[config.mk]
export PLATFORM = sky130hd
export DESIGN_NAME = word_match_stream_flat
export DESIGN_NICKNAME = d
export VERILOG_FILES = /design/src/rtl/word_match_stream_if.sv /design/src/rtl/word_match_stream.sv /design/src/flat_wrapper.sv
export SDC_FILE = /design/constraint.sdc
export NUM_CORES = 1
export LEC_CHECK = 0
export CORE_MARGIN = 2
export CORE_UTILIZATION = 45
export CTS_CLUSTER_SIZE = 25
export DETAILED_ROUTE_END_ITERATION = 8
export GPL_TIMING_DRIVEN = 0
export PLACE_DENSITY_LB_ADDON = 0.08
export SLEW_MARGIN = 20
export SYNTH_ARGS = -nofsm -noshare
export SYNTH_HDL_FRONTEND = slang
export SYNTH_SLANG_ARGS = --single-unit
[constraint.sdc]
create_clock -name clk -period 6 [get_ports clk]
set_clock_uncertainty 0.2 [all_clocks]
set_input_delay 1.2 -clock clk [delete_from_list [all_inputs] [get_ports clk]]
set_output_delay 1.2 -clock clk [all_outputs]
set_load 0.03 [all_outputs]
[src/rtl/word_match_stream_if.sv]
// Stream bundle for word_match_stream: upstream word handshake, downstream result handshake
// and the status outputs. CNT_W must match the CNT_W of the attached word_match_stream.
interface word_match_stream_if #(
  parameter int CNT_W = 16
);
  logic             in_valid;
  logic             in_ready;
  logic [31:0]      in_word;
  logic             out_valid;
  logic             out_ready;
  logic [31:0]      out_word;
  logic             out_match;
  logic [CNT_W-1:0] match_count;
  logic             run_hit;

  modport master (
    output in_valid, in_word, out_ready,
    input  in_ready, out_valid, out_word, out_match, match_count, run_hit
  );

  modport slave (
    input  in_valid, in_word, out_ready,
    output in_ready, out_valid, out_word, out_match, match_count, run_hit
  );
endinterface

[src/rtl/word_match_stream.sv]
// Registered single-stage stream that compares each accepted word with PATTERN, counts
// matches with saturation and flags runs of at least RUN_LEN consecutive matches.
module word_match_stream #(
  parameter logic [31:0] PATTERN = 32'h0000ABCD,
  parameter int          CNT_W   = 16,
  parameter int          RUN_LEN = 3
) (
  input  logic                  clk,
  input  logic                  rst,
  input  logic                  clear,
  word_match_stream_if.slave    bus
);

  typedef logic [31:0] word_t;

  typedef enum logic [1:0] {
    IDLE = 2'd0,
    RUN  = 2'd1,
    HIT  = 2'd2
  } run_state_t;

  localparam logic [7:0]       RUN_LEN_B = 8'(RUN_LEN);
  localparam logic [CNT_W-1:0] CNT_MAX   = {CNT_W{1'b1}};

  run_state_t state_q, state_d;
  logic [7:0] cnt_q, cnt_d;
  logic       accept;
  logic       is_match;
  logic       hit_d;
  word_t      word_in;

  assign word_in  = bus.in_word;
  assign bus.in_ready = !bus.out_valid || bus.out_ready;
  assign accept   = bus.in_valid && bus.in_ready;
  assign is_match = (word_in == PATTERN);

  // Run tracker: clear wins over a same-cycle accept, so that word never advances the run.
  always_comb begin
    state_d = state_q;
    cnt_d   = cnt_q;
    if (clear) begin
      state_d = IDLE;
      cnt_d   = 8'd0;
    end else if (accept) begin
      case (state_q)
        IDLE: begin
          if (is_match) begin
            state_d = RUN;
            cnt_d   = 8'd1;
          end
        end
        RUN: begin
          if (is_match) begin
            cnt_d = cnt_q + 8'd1;
            if (cnt_q + 8'd1 == RUN_LEN_B) begin
              state_d = HIT;
            end
          end else begin
            state_d = IDLE;
            cnt_d   = 8'd0;
          end
        end
        HIT: begin
          if (!is_match) begin
            state_d = IDLE;
            cnt_d   = 8'd0;
          end
        end
        default: begin
          state_d = IDLE;
          cnt_d   = 8'd0;
        end
      endcase
    end
  end

  assign hit_d = accept && !clear && (state_d == HIT);

  always_ff @(posedge clk) begin
    if (rst) begin
      state_q <= IDLE;
      cnt_q   <= 8'd0;
    end else begin
      state_q <= state_d;
      cnt_q   <= cnt_d;
    end
  end

  // Output register: load on accept, otherwise drop valid once the result is taken.
  always_ff @(posedge clk) begin
    if (rst) begin
      bus.out_valid <= 1'b0;
      bus.out_word  <= '0;
      bus.out_match <= 1'b0;
      bus.run_hit   <= 1'b0;
    end else if (accept) begin
      bus.out_valid <= 1'b1;
      bus.out_word  <= word_in;
      bus.out_match <= is_match;
      bus.run_hit   <= hit_d;
    end else if (bus.out_ready) begin
      bus.out_valid <= 1'b0;
    end
  end

  always_ff @(posedge clk) begin
    if (rst || clear) begin
      bus.match_count <= '0;
    end else if (accept && is_match && (bus.match_count != CNT_MAX)) begin
      bus.match_count <= bus.match_count + CNT_W'(1);
    end
  end

endmodule

[src/flat_wrapper.sv]
// flat-port wrapper written by rule: the top's interface ports become plain ports
module word_match_stream_flat 
#(
  parameter logic [31:0] PATTERN = 32'h0000ABCD,
  parameter int          CNT_W   = 16,
  parameter int          RUN_LEN = 3
)
  (clk, rst, clear, bus_in_valid, bus_in_word, bus_out_ready, bus_in_ready, bus_out_valid, bus_out_word, bus_out_match, bus_match_count, bus_run_hit);
  word_match_stream_if #(.CNT_W(CNT_W)) bus_i ();
  input  logic clk;
  input  logic rst;
  input  logic clear;
  input wire logic [$bits(bus_i.in_valid)-1:0] bus_in_valid;
  input wire logic [$bits(bus_i.in_word)-1:0] bus_in_word;
  input wire logic [$bits(bus_i.out_ready)-1:0] bus_out_ready;
  output wire logic [$bits(bus_i.in_ready)-1:0] bus_in_ready;
  output wire logic [$bits(bus_i.out_valid)-1:0] bus_out_valid;
  output wire logic [$bits(bus_i.out_word)-1:0] bus_out_word;
  output wire logic [$bits(bus_i.out_match)-1:0] bus_out_match;
  output wire logic [$bits(bus_i.match_count)-1:0] bus_match_count;
  output wire logic [$bits(bus_i.run_hit)-1:0] bus_run_hit;
  assign bus_i.in_valid = bus_in_valid;
  assign bus_i.in_word = bus_in_word;
  assign bus_i.out_ready = bus_out_ready;
  assign bus_in_ready = bus_i.in_ready;
  assign bus_out_valid = bus_i.out_valid;
  assign bus_out_word = bus_i.out_word;
  assign bus_out_match = bus_i.out_match;
  assign bus_match_count = bus_i.match_count;
  assign bus_run_hit = bus_i.run_hit;
  word_match_stream #(.PATTERN(PATTERN), .CNT_W(CNT_W), .RUN_LEN(RUN_LEN)) u_core (.clk(clk), .rst(rst), .clear(clear), .bus(bus_i));
endmodule
* Word-level counts from Yosys, hierarchy flattened
Index checks and enable logic that the tools add are counted.
** Storage, ports and cells
- Bits in read-only memories :: 0
- Word-level logic and storage cells :: 43
- Register bits after elaboration :: 61
- Latch bits :: 0
- Output and inout bits :: 52
- Memory bits (writable) :: 0
- Memories :: 0
- Bits of input ports :: 37
** Operators by class
- Muxes and demuxes :: 13
- Bitwise logic cells :: 0
- Divide/modulo/power cells :: 0
- Shifts and indexed selects :: 0
- Order comparisons :: 0
- Add/subtract/negate cells :: 2
- Eq/ne operators :: 8
- Reduce and logical (&&, ||, !) cells :: 13
- Multiply operators :: 0
** Operators with widths (count)
- == test 32 x 16 -> 1 bit, second input constant :: 1
- two-way mux 8 bit :: 3
- case mux 8 bit (3 select lines) :: 1
- adder 16 x 1 -> 16 bit, second input constant :: 1
- != test 16 bit, second input constant :: 1
- two-way mux 2 bit :: 6
- adder 8 x 1 -> 8 bit, second input constant :: 1
- == test 8 x 2 -> 1 bit, second input constant :: 1
- case mux 2 bit (3 select lines) :: 1
- logical AND 1 bit :: 5
- == test 2 bit, second input constant :: 2
- AND reduction 3 bit :: 1
- == test 2 x 1 -> 1 bit, second input constant :: 1
- logical NOT 1 bit :: 2
- logical NOT 2 bit :: 1
- logical OR 1 bit :: 2
- two-way mux 1 bit :: 2
- != test 2 x 1 -> 1 bit, second input constant :: 1
- != test 2 bit, second input constant :: 1
- nonzero test 2 bit :: 1
- OR reduction 2 bit :: 1

* Longest topological paths before layout
Gate-level depths: netlist (run 1).
- Word-level depth :: 9
- Gate-level depth with buffers :: 8
- Gate-level depth less buffers :: 6

* Worst setup path before layout (run 1)
Ideal clock, no wire load.
- Path type :: input-to-reg
- From :: input bus_in_word[4]
- To :: register u_core.bus.match_count[12]
- Setup slack :: 2.857 ns
- Buffers on the path :: 2
- Data required time :: 5.665 ns
- Setup time :: 0.135 ns
- Data arrival time :: 2.808 ns
- Stages :: 7
- Cells stage by stage :: or4b_1 > and4bb_1 > nand3_2 > buf_6 > buf_2 > o311ai_0 > o41ai_1
** Between the ends
- Cells in the longest elaborated chain, start to end :: 3
** RTL lines
- start, declared :: line flat_wrapper.sv:14 : input wire logic [$bits(bus_i.in_word)-1:0] bus_in_word;
- == test 32 x 16 -> 1 bit :: line word_match_stream.sv:35 : assign is_match = (word_in == PATTERN);
- logical AND 1 bit (2 in series) :: line word_match_stream.sv:109 : end else if (accept && is_match && (bus.match_count != CNT_MAX)) begin
- end signal, assigned :: line word_match_stream.sv:110 : bus.match_count <= bus.match_count + CNT_W'(1);
- end, declared :: line word_match_stream_if.sv:23 : output in_ready, out_valid, out_word, out_match, match_count, run_hit
No other way between the ends.
A chain may end at the register's enable or synchronous reset.

* Final worst setup path (run 1)
- From :: input bus_out_ready
- To :: output bus_in_ready
** Between the ends
- Cells in the longest elaborated chain, start to end :: 1
** RTL lines
- start, declared :: line flat_wrapper.sv:15 : input wire logic [$bits(bus_i.out_ready)-1:0] bus_out_ready;
- logical OR 1 bit :: line word_match_stream.sv:33 : assign bus.in_ready = !bus.out_valid || bus.out_ready;
- end, declared :: line flat_wrapper.sv:16 : output wire logic [$bits(bus_i.in_ready)-1:0] bus_in_ready;
No other way between the ends.

==> out/qor.yml, run 1 <==
synth:
  avgSynthCellArea_um2: 7.96
  synthesis.area_um2: 2800
  yosysWarnings: 0
  postSynth.asyncResetShare_pct: 0
  syn_inst: 352
  synth-seq-cells: 61
  synth_edf_count: 0
  ys.flop_type: "dfxtp_1"
  syn_nets: 392
  synth_cell_types: 49
  synth_seq_area_share_pct: 43.6
place:
  dp_hpwl_um: 5790
  gp_congestion: 0.945
  place.port_buffers: 88
critical_path:
  critical_path.endpoint_type: "primary output"
  crit_buf_inv: 2
  cp-start-kind: "input pin"
  critPathTopFamily: "buffers and inverters"
  r2r_slack_ps: 3390
  r2r_cells: 8
  critical_path.most_common_cell: "clkdlybuf4s50_1"
  slowest_stage: "clkdlybuf4s50_1"
  worst-setup-path-type: "in -> out"
  arrival_ps: 2510
  cp.required_ps: 4600
  critical_path.max_stage_delay_ps: 720
  crit_chain: "clkdlybuf4s50_1 -> nand2b_1 -> clkdlybuf4s50_1"
  startpoint: "bus_out_ready"
  crit_path_max_fanout: 4
  r2r-start: "u_core.bus.match_count[0]"
  reg2reg_to: "u_core.bus.match_count[0]"
sta:
  worst_slew_pin_slew_ps: 570
  final_hold_viol_count: 0
  setup_tns_ps: 0
  fin_crit_sh_pct: 65.2
  fmax_mhz: 256
  report.final.slew_viol_count: 0
  rsz0062_at_grt: "false"
  setup_viol: 0
  post-route-min-period_ps: 3910
  max_slew_margin_pct: 61.6
  whs_ps: 254
clock_tree:
  cts.sinks: 61
  cts_resized: 0
  clockRootBuffer: "clkbuf_8"
  holdBufCountCts: 0
  cts_tree: "done"
  clock_latency_ps: 340
  clk_path_buf_depth: 2
  cts_made_buffers: 9
  htreeDepth: 3
  clk_pin_slew_ps: 70
  post-cts-setup-buffers: 0
power:
  power_density_nw_per_um2: 242
  leakage_nw: 1.35
  finalPower_mw: 0.967
  switching_share_pct: 24.8
  peakVddDrop_v: 0.000184
  switchingPower_mw: 0.239
  intPower_mw: 0.728
  p_seq_share_pct: 43.8
  combPwrFrac_pct: 12.7
  clkPwrFrac_pct: 43.5
floorplan:
  die_h_um: 82.9
  io_pins: 89
  die_area_um2: 6880
  core_area_um2: 5960
  rows: 28
  chipWidth_um: 82.9
  start_util_pct: 47.1
drt:
  wl_um: 7860
  via_per_inst: 5.63
  dr_total_vias: 2990
  detail-route-antenna-nets: 0
  dr.pass1.iters: 5
  post_drt_wl_per_cell_um: 14.8
  drc: 0
  first_iter_violations: 176
global_routing:
  grt_max_degree: 11
  grt_pass1_vias: 2701
  grt_usage_pct: 22.7
  grt_pass1_wl_um: 12700
  grt-ovfl-total: 0
  antenna_found_initial: 0
job:
  drv_cap: 0
finish:
  fin_nets: 491
  layout_commonest_cell: "clkdlybuf4s50_1"
  mostFrequentLayoutCells: "clkdlybuf4s50_1, nand2_1, dfxtp_1"
  syn_to_final_growth_pct: 42.8
  fillers: 528
  antennaDiodeCount: 0
  layout-drive-gt1-share_pct: 5.48
hold_path:
  holdPathEnd: "u_core.bus.out_word[23]"
  hold_path_depth: 2
  holdCritPathClass: "reg -> reg"
  hold_start: "u_core.bus.out_word[23]"
status:
  outcome: "finished, final reports clean"
==> through the flow <==
stage | worst slack [ps] | util (%) | instances | instance area, um2
after floorplan | 2860 | - | 352 | 2800
after global placement | 2090 | 63.4 | 515 | 3780
after detailed placement | 2100 | 63.4 | 515 | 3780
after CTS | 2090 | 67.2 | 531 | 4000
after global routing | 2000 | 67.2 | 531 | 4000
final | 2090 | 67.2 | 531 | 4000
==> routing by layer <==
layer / GRT usage, % / wire, um / up-vias
met1: 28.1 / 3370 / 1378
li1: - / - / 1480
met4: 9.24 / 109 / 0
met3: 7.85 / 740 / 14
met2: 36.3 / 3640 / 118
met5: 0 / 0 / -
==> kinds of logic after synthesis <==
kind of cell | Yosys count | share of synthesized area, %
and+or+nand+nor | 167 | 29.9
AOI/OAI and AO/OA | 90 | 19.7
DFF | 61 | 43.6
buffers and inverters | 26 | 3.88
xor gates and xnor gates | 5 | 1.56
adders and majority gates | 3 | 1.34
==> flip-flops by register name (all words and copies together), names as in the netlist <==
register                cells
u_core.bus.out_valid        1
u_core.bus.out_match        1
u_core.bus.out_word        32
u_core.bus.run_hit          1
u_core.cnt_q                8
u_core.state_q              2
u_core.bus.match_count     16
==> final cells by class <==
class                   instances  area [um2]  share of cell area, %
plain buffers                  21        90.1                   2.25
clock buffers                  12         155                   3.88
clock inverters                 4        70.1                   1.75
inverters                       5        18.8                  0.469
multi-input cells             265        1470                   36.8
flip-flops and latches         61        1220                   30.5
well taps                      75        93.8                   2.34
repair buffers                 88         881                   22.0
==> power by group through the flow <==
stage | registers [mW] | clock network, mW | logic, mW
floorplan | 0.459 | 0 | 0.0334
finish | 0.424 | 0.421 | 0.123
CTS | 0.424 | 0.427 | 0.123
global placement | 0.433 | 0 | 0.122
detailed placement | 0.433 | 0 | 0.123
global route | 0.425 | 0.440 | 0.132
==> worst min-delay path, cell delays in order, from the launching register on <==
cell and delay [ps]:
dfxtp_1 310, nand2_1 50, a21oi_1 50
==> worst max-delay path by stage <==
stage / to / cells after the start
after global placement: bus_in_ready / 3
after global routing: bus_in_ready / 3
after detailed placement: bus_in_ready / 3
after CTS: bus_in_ready / 3
after floorplan: u_core.bus.match_count[12] / 7
final: bus_in_ready / 3
==> synth_stat cells, types with 2 or more instances <==
cell / count / share of area (%)
and2_1: 3 / 0.67
and3_1: 4 / 0.89
ha_1: 3 / 1.3
or3_1: 6 / 1.3
nand3_1: 14 / 2.5
dfxtp_1: 61 / 44
o21a_1: 2 / 0.54
o21ai_0: 6 / 1.1
and4_1: 2 / 0.63
nor4_1: 5 / 1.1
inv_1: 5 / 0.67
buf_1: 3 / 0.40
clkbuf_1: 14 / 1.9
nand2_1: 80 / 11
o31ai_1: 10 / 2.7
o311ai_0: 4 / 1.2
nor2b_1: 2 / 0.45
xnor2_1: 4 / 1.2
buf_2: 3 / 0.54
nor4b_1: 3 / 0.94
or4_1: 8 / 2.1
nor3_1: 7 / 1.2
nor2_1: 12 / 1.6
o41ai_1: 5 / 1.6
o22ai_1: 3 / 0.67
nand2b_1: 3 / 0.67
a21oi_1: 49 / 8.8
nand4_1: 8 / 1.8
or2_2: 3 / 0.67
Note: power is estimated with default switching activity, not from simulation.
==> inputs of run 2 (changes only) <==
--- a/config.mk
+++ b/config.mk
@@ -6,7 +6,7 @@
 export NUM_CORES = 1
 export LEC_CHECK = 0
 export CORE_MARGIN = 2
-export CORE_UTILIZATION = 45
+export CORE_UTILIZATION = 42
 export CTS_CLUSTER_SIZE = 25
 export DETAILED_ROUTE_END_ITERATION = 8
 export GPL_TIMING_DRIVEN = 0
==> constraint.sdc (replaced) <==
create_clock -name clk -period 3.3 [get_ports clk]
set_clock_uncertainty 0.2 [all_clocks]
set_input_delay 0.66 -clock clk [delete_from_list [all_inputs] [get_ports clk]]
set_output_delay 0.66 -clock clk [all_outputs]
set_load 0.03 [all_outputs]
==> run 2 against run 1 <==
Net effect: worst setup slack got worse by 1800 ps; critical path type is now in -> reg; largest cell class unchanged; flip-flop and latch count stayed put; sequential share of layout area rose by 0.18 points; critical path depth grew 5; register-to-register slack got worse by 2700 ps; highest routed layer unchanged; largest power group unchanged.
==> out/qor.yml, run 2 (synthesis results as in run 1) <==
finish:
  fin_cells: 532
  largest_register: "u_core.bus.out_word"
  mostFrequentLayoutCells: "clkdlybuf4s50_1, nand2_1, dfxtp_1"
  biggestRegsByFlops: "u_core.bus.out_word: 32 flops, u_core.bus.match_count: 16 flops, u_core.cnt_q: 8 flops"
  antennaDiodeCount: 0
  fillers: 619
  layout-drive-gt1-share_pct: 5.49
  layout_commonest_cell: "clkdlybuf4s50_1"
  syn_to_final_growth_pct: 42.0
  fin_nets: 491
  largest_reg_flops: 32
power:
  power_density_nw_per_um2: 419
  intPower_mw: 1.24
  switching_share_pct: 25.4
  combPwrFrac_pct: 13.3
  peakVddDrop_v: 0.000263
  p_seq_share_pct: 46.3
  clkPwrFrac_pct: 40.4
  leakage_nw: 1.33
  switchingPower_mw: 0.423
clock_tree:
  cts_made_buffers: 9
  cts_resized: 0
  htreeDepth: 3
  clockRootBuffer: "clkbuf_8"
  cts_tree: "done"
  holdBufCountCts: 0
  clk_path_buf_depth: 2
  cts.sinks: 61
  post-cts-setup-buffers: 0
  clk_pin_slew_ps: 70
  clock_latency_ps: 330
critical_path:
  crit_chain: "clkdlybuf4s50_1 -> or4b_1 -> and4bb_1 -> nand3_2 -> buf_6 -> buf_2 -> o311ai_0 -> o41ai_1"
  slowest_stage: "or4b_1"
  critical_path.max_stage_delay_ps: 560
  critPathTopFamily: "simple AND/OR/NAND/NOR gates"
  critical_path.endpoint_type: "flop"
  startpoint: "bus_in_word[4]"
  cp-start-kind: "input pin"
  crit_buf_inv: 3
  r2r-start: "u_core.bus.match_count[0]"
  worst-setup-path-type: "in -> reg"
  cp.required_ps: 3310
  arrival_ps: 3010
  crit_path_max_fanout: 10
hold_path:
  holdCritPathClass: "reg -> reg"
  hold_start: "u_core.bus.out_word[20]"
sta:
  finalWorstSetupSlack_ps: 298
  post-route-min-period_ps: 3000
  worst_slew_pin_slew_ps: 601
  report.final.slew_viol_count: 0
  setup_viol: 0
  max_slew_margin_pct: 59.7
  whs_ps: 252
  final_hold_viol_count: 0
  fmax_mhz: 333
  rsz0062_at_grt: "false"
  fin_crit_sh_pct: 91.0
place:
  place.port_buffers: 88
  pre_cts_ws_ps: -12.8
  gp_congestion: 0.868
  dp_hpwl_um: 5710
  dp_cells: 517
drt:
  via_per_inst: 5.59
  post_drt_wl_per_cell_um: 14.6
  dr_total_vias: 2974
  first_iter_violations: 259
  wl_um: 7780
  detail-route-antenna-nets: 0
  dr.pass1.iters: 4
  drc: 0
floorplan:
  start_util_pct: 43.9
  io_pins: 89
  die_h_um: 85.7
  die_area_um2: 7340
  core_area_um2: 6390
  chipWidth_um: 85.7
  rows: 29
global_routing:
  antenna_found_initial: 0
  grt_max_degree: 11
  grt-ovfl-total: 0
  grt_usage_pct: 22.4
  grt_pass1_vias: 2866
  grt_pass1_wl_um: 13100
job:
  drv_cap: 0
status:
  outcome: "finished, final reports clean"
-- run 2: final timing paths --
path                                                   end  slack (ps)  depth (start not counted)
worst max-delay path            u_core.bus.match_count[12]         300                          8
worst min-delay path               u_core.bus.out_word[20]         250                          2
worst max register to register   u_core.bus.match_count[0]         680                          8
worst min register to register     u_core.bus.out_word[20]         250                          2
-- run 2: cell type report --
class | count | area, um2 | area share (%)
Sequential cell | 61 | 1220 | 30.7
Multi-Input combinational cell | 265 | 1470 | 37.0
Clock inverter | 4 | 47.5 | 1.19
Buffer | 21 | 90.1 | 2.26
Inverter | 5 | 18.8 | 0.472
Clock buffer | 11 | 151 | 3.81
Tap cell | 77 | 96.3 | 2.42
Timing Repair Buffer | 88 | 881 | 22.1
-- run 2: power by group through the flow --
stage	sequential (mW)	clock, mW	combinational, mW
final	0.771	0.672	0.222
after global routing	0.774	0.726	0.240
after CTS	0.771	0.687	0.224
after detailed placement	0.788	0	0.223
after global placement	0.787	0	0.222
after floorplan	0.834	0	0.0608
-- run 2: tightest hold or removal path: stages, from the launching register on --
cell	delay [ps]
dfxtp_1	310
nand2_1	50
a21oi_1	50
-- run 2: per-layer routing --
| metal | vias to the layer above | part of all wire, % | track usage, % |
|---|---|---|---|
| met1 | 1394 | 45 | 28.5 |
| met5 | - | 0 | 0 |
| met2 | 101 | 46 | 34.7 |
| li1 | 1473 | - | - |
| met4 | 0 | 1.1 | 7.65 |
| met3 | 6 | 8.1 | 8.95 |
-- run 2: through the flow --
stage / util (%) / TNS (ps) / power (mW) / cell area [um2]
after detailed placement: 59.2 / -33.2 / 1.01 / 3780
after CTS: 62.3 / 0 / 1.68 / 3980
final: 62.3 / 0 / 1.67 / 3980
after global placement: 59.2 / 0 / 1.01 / 3780
after global routing: 62.3 / 0 / 1.74 / 3980
after floorplan: - / 0 / 0.895 / 2800
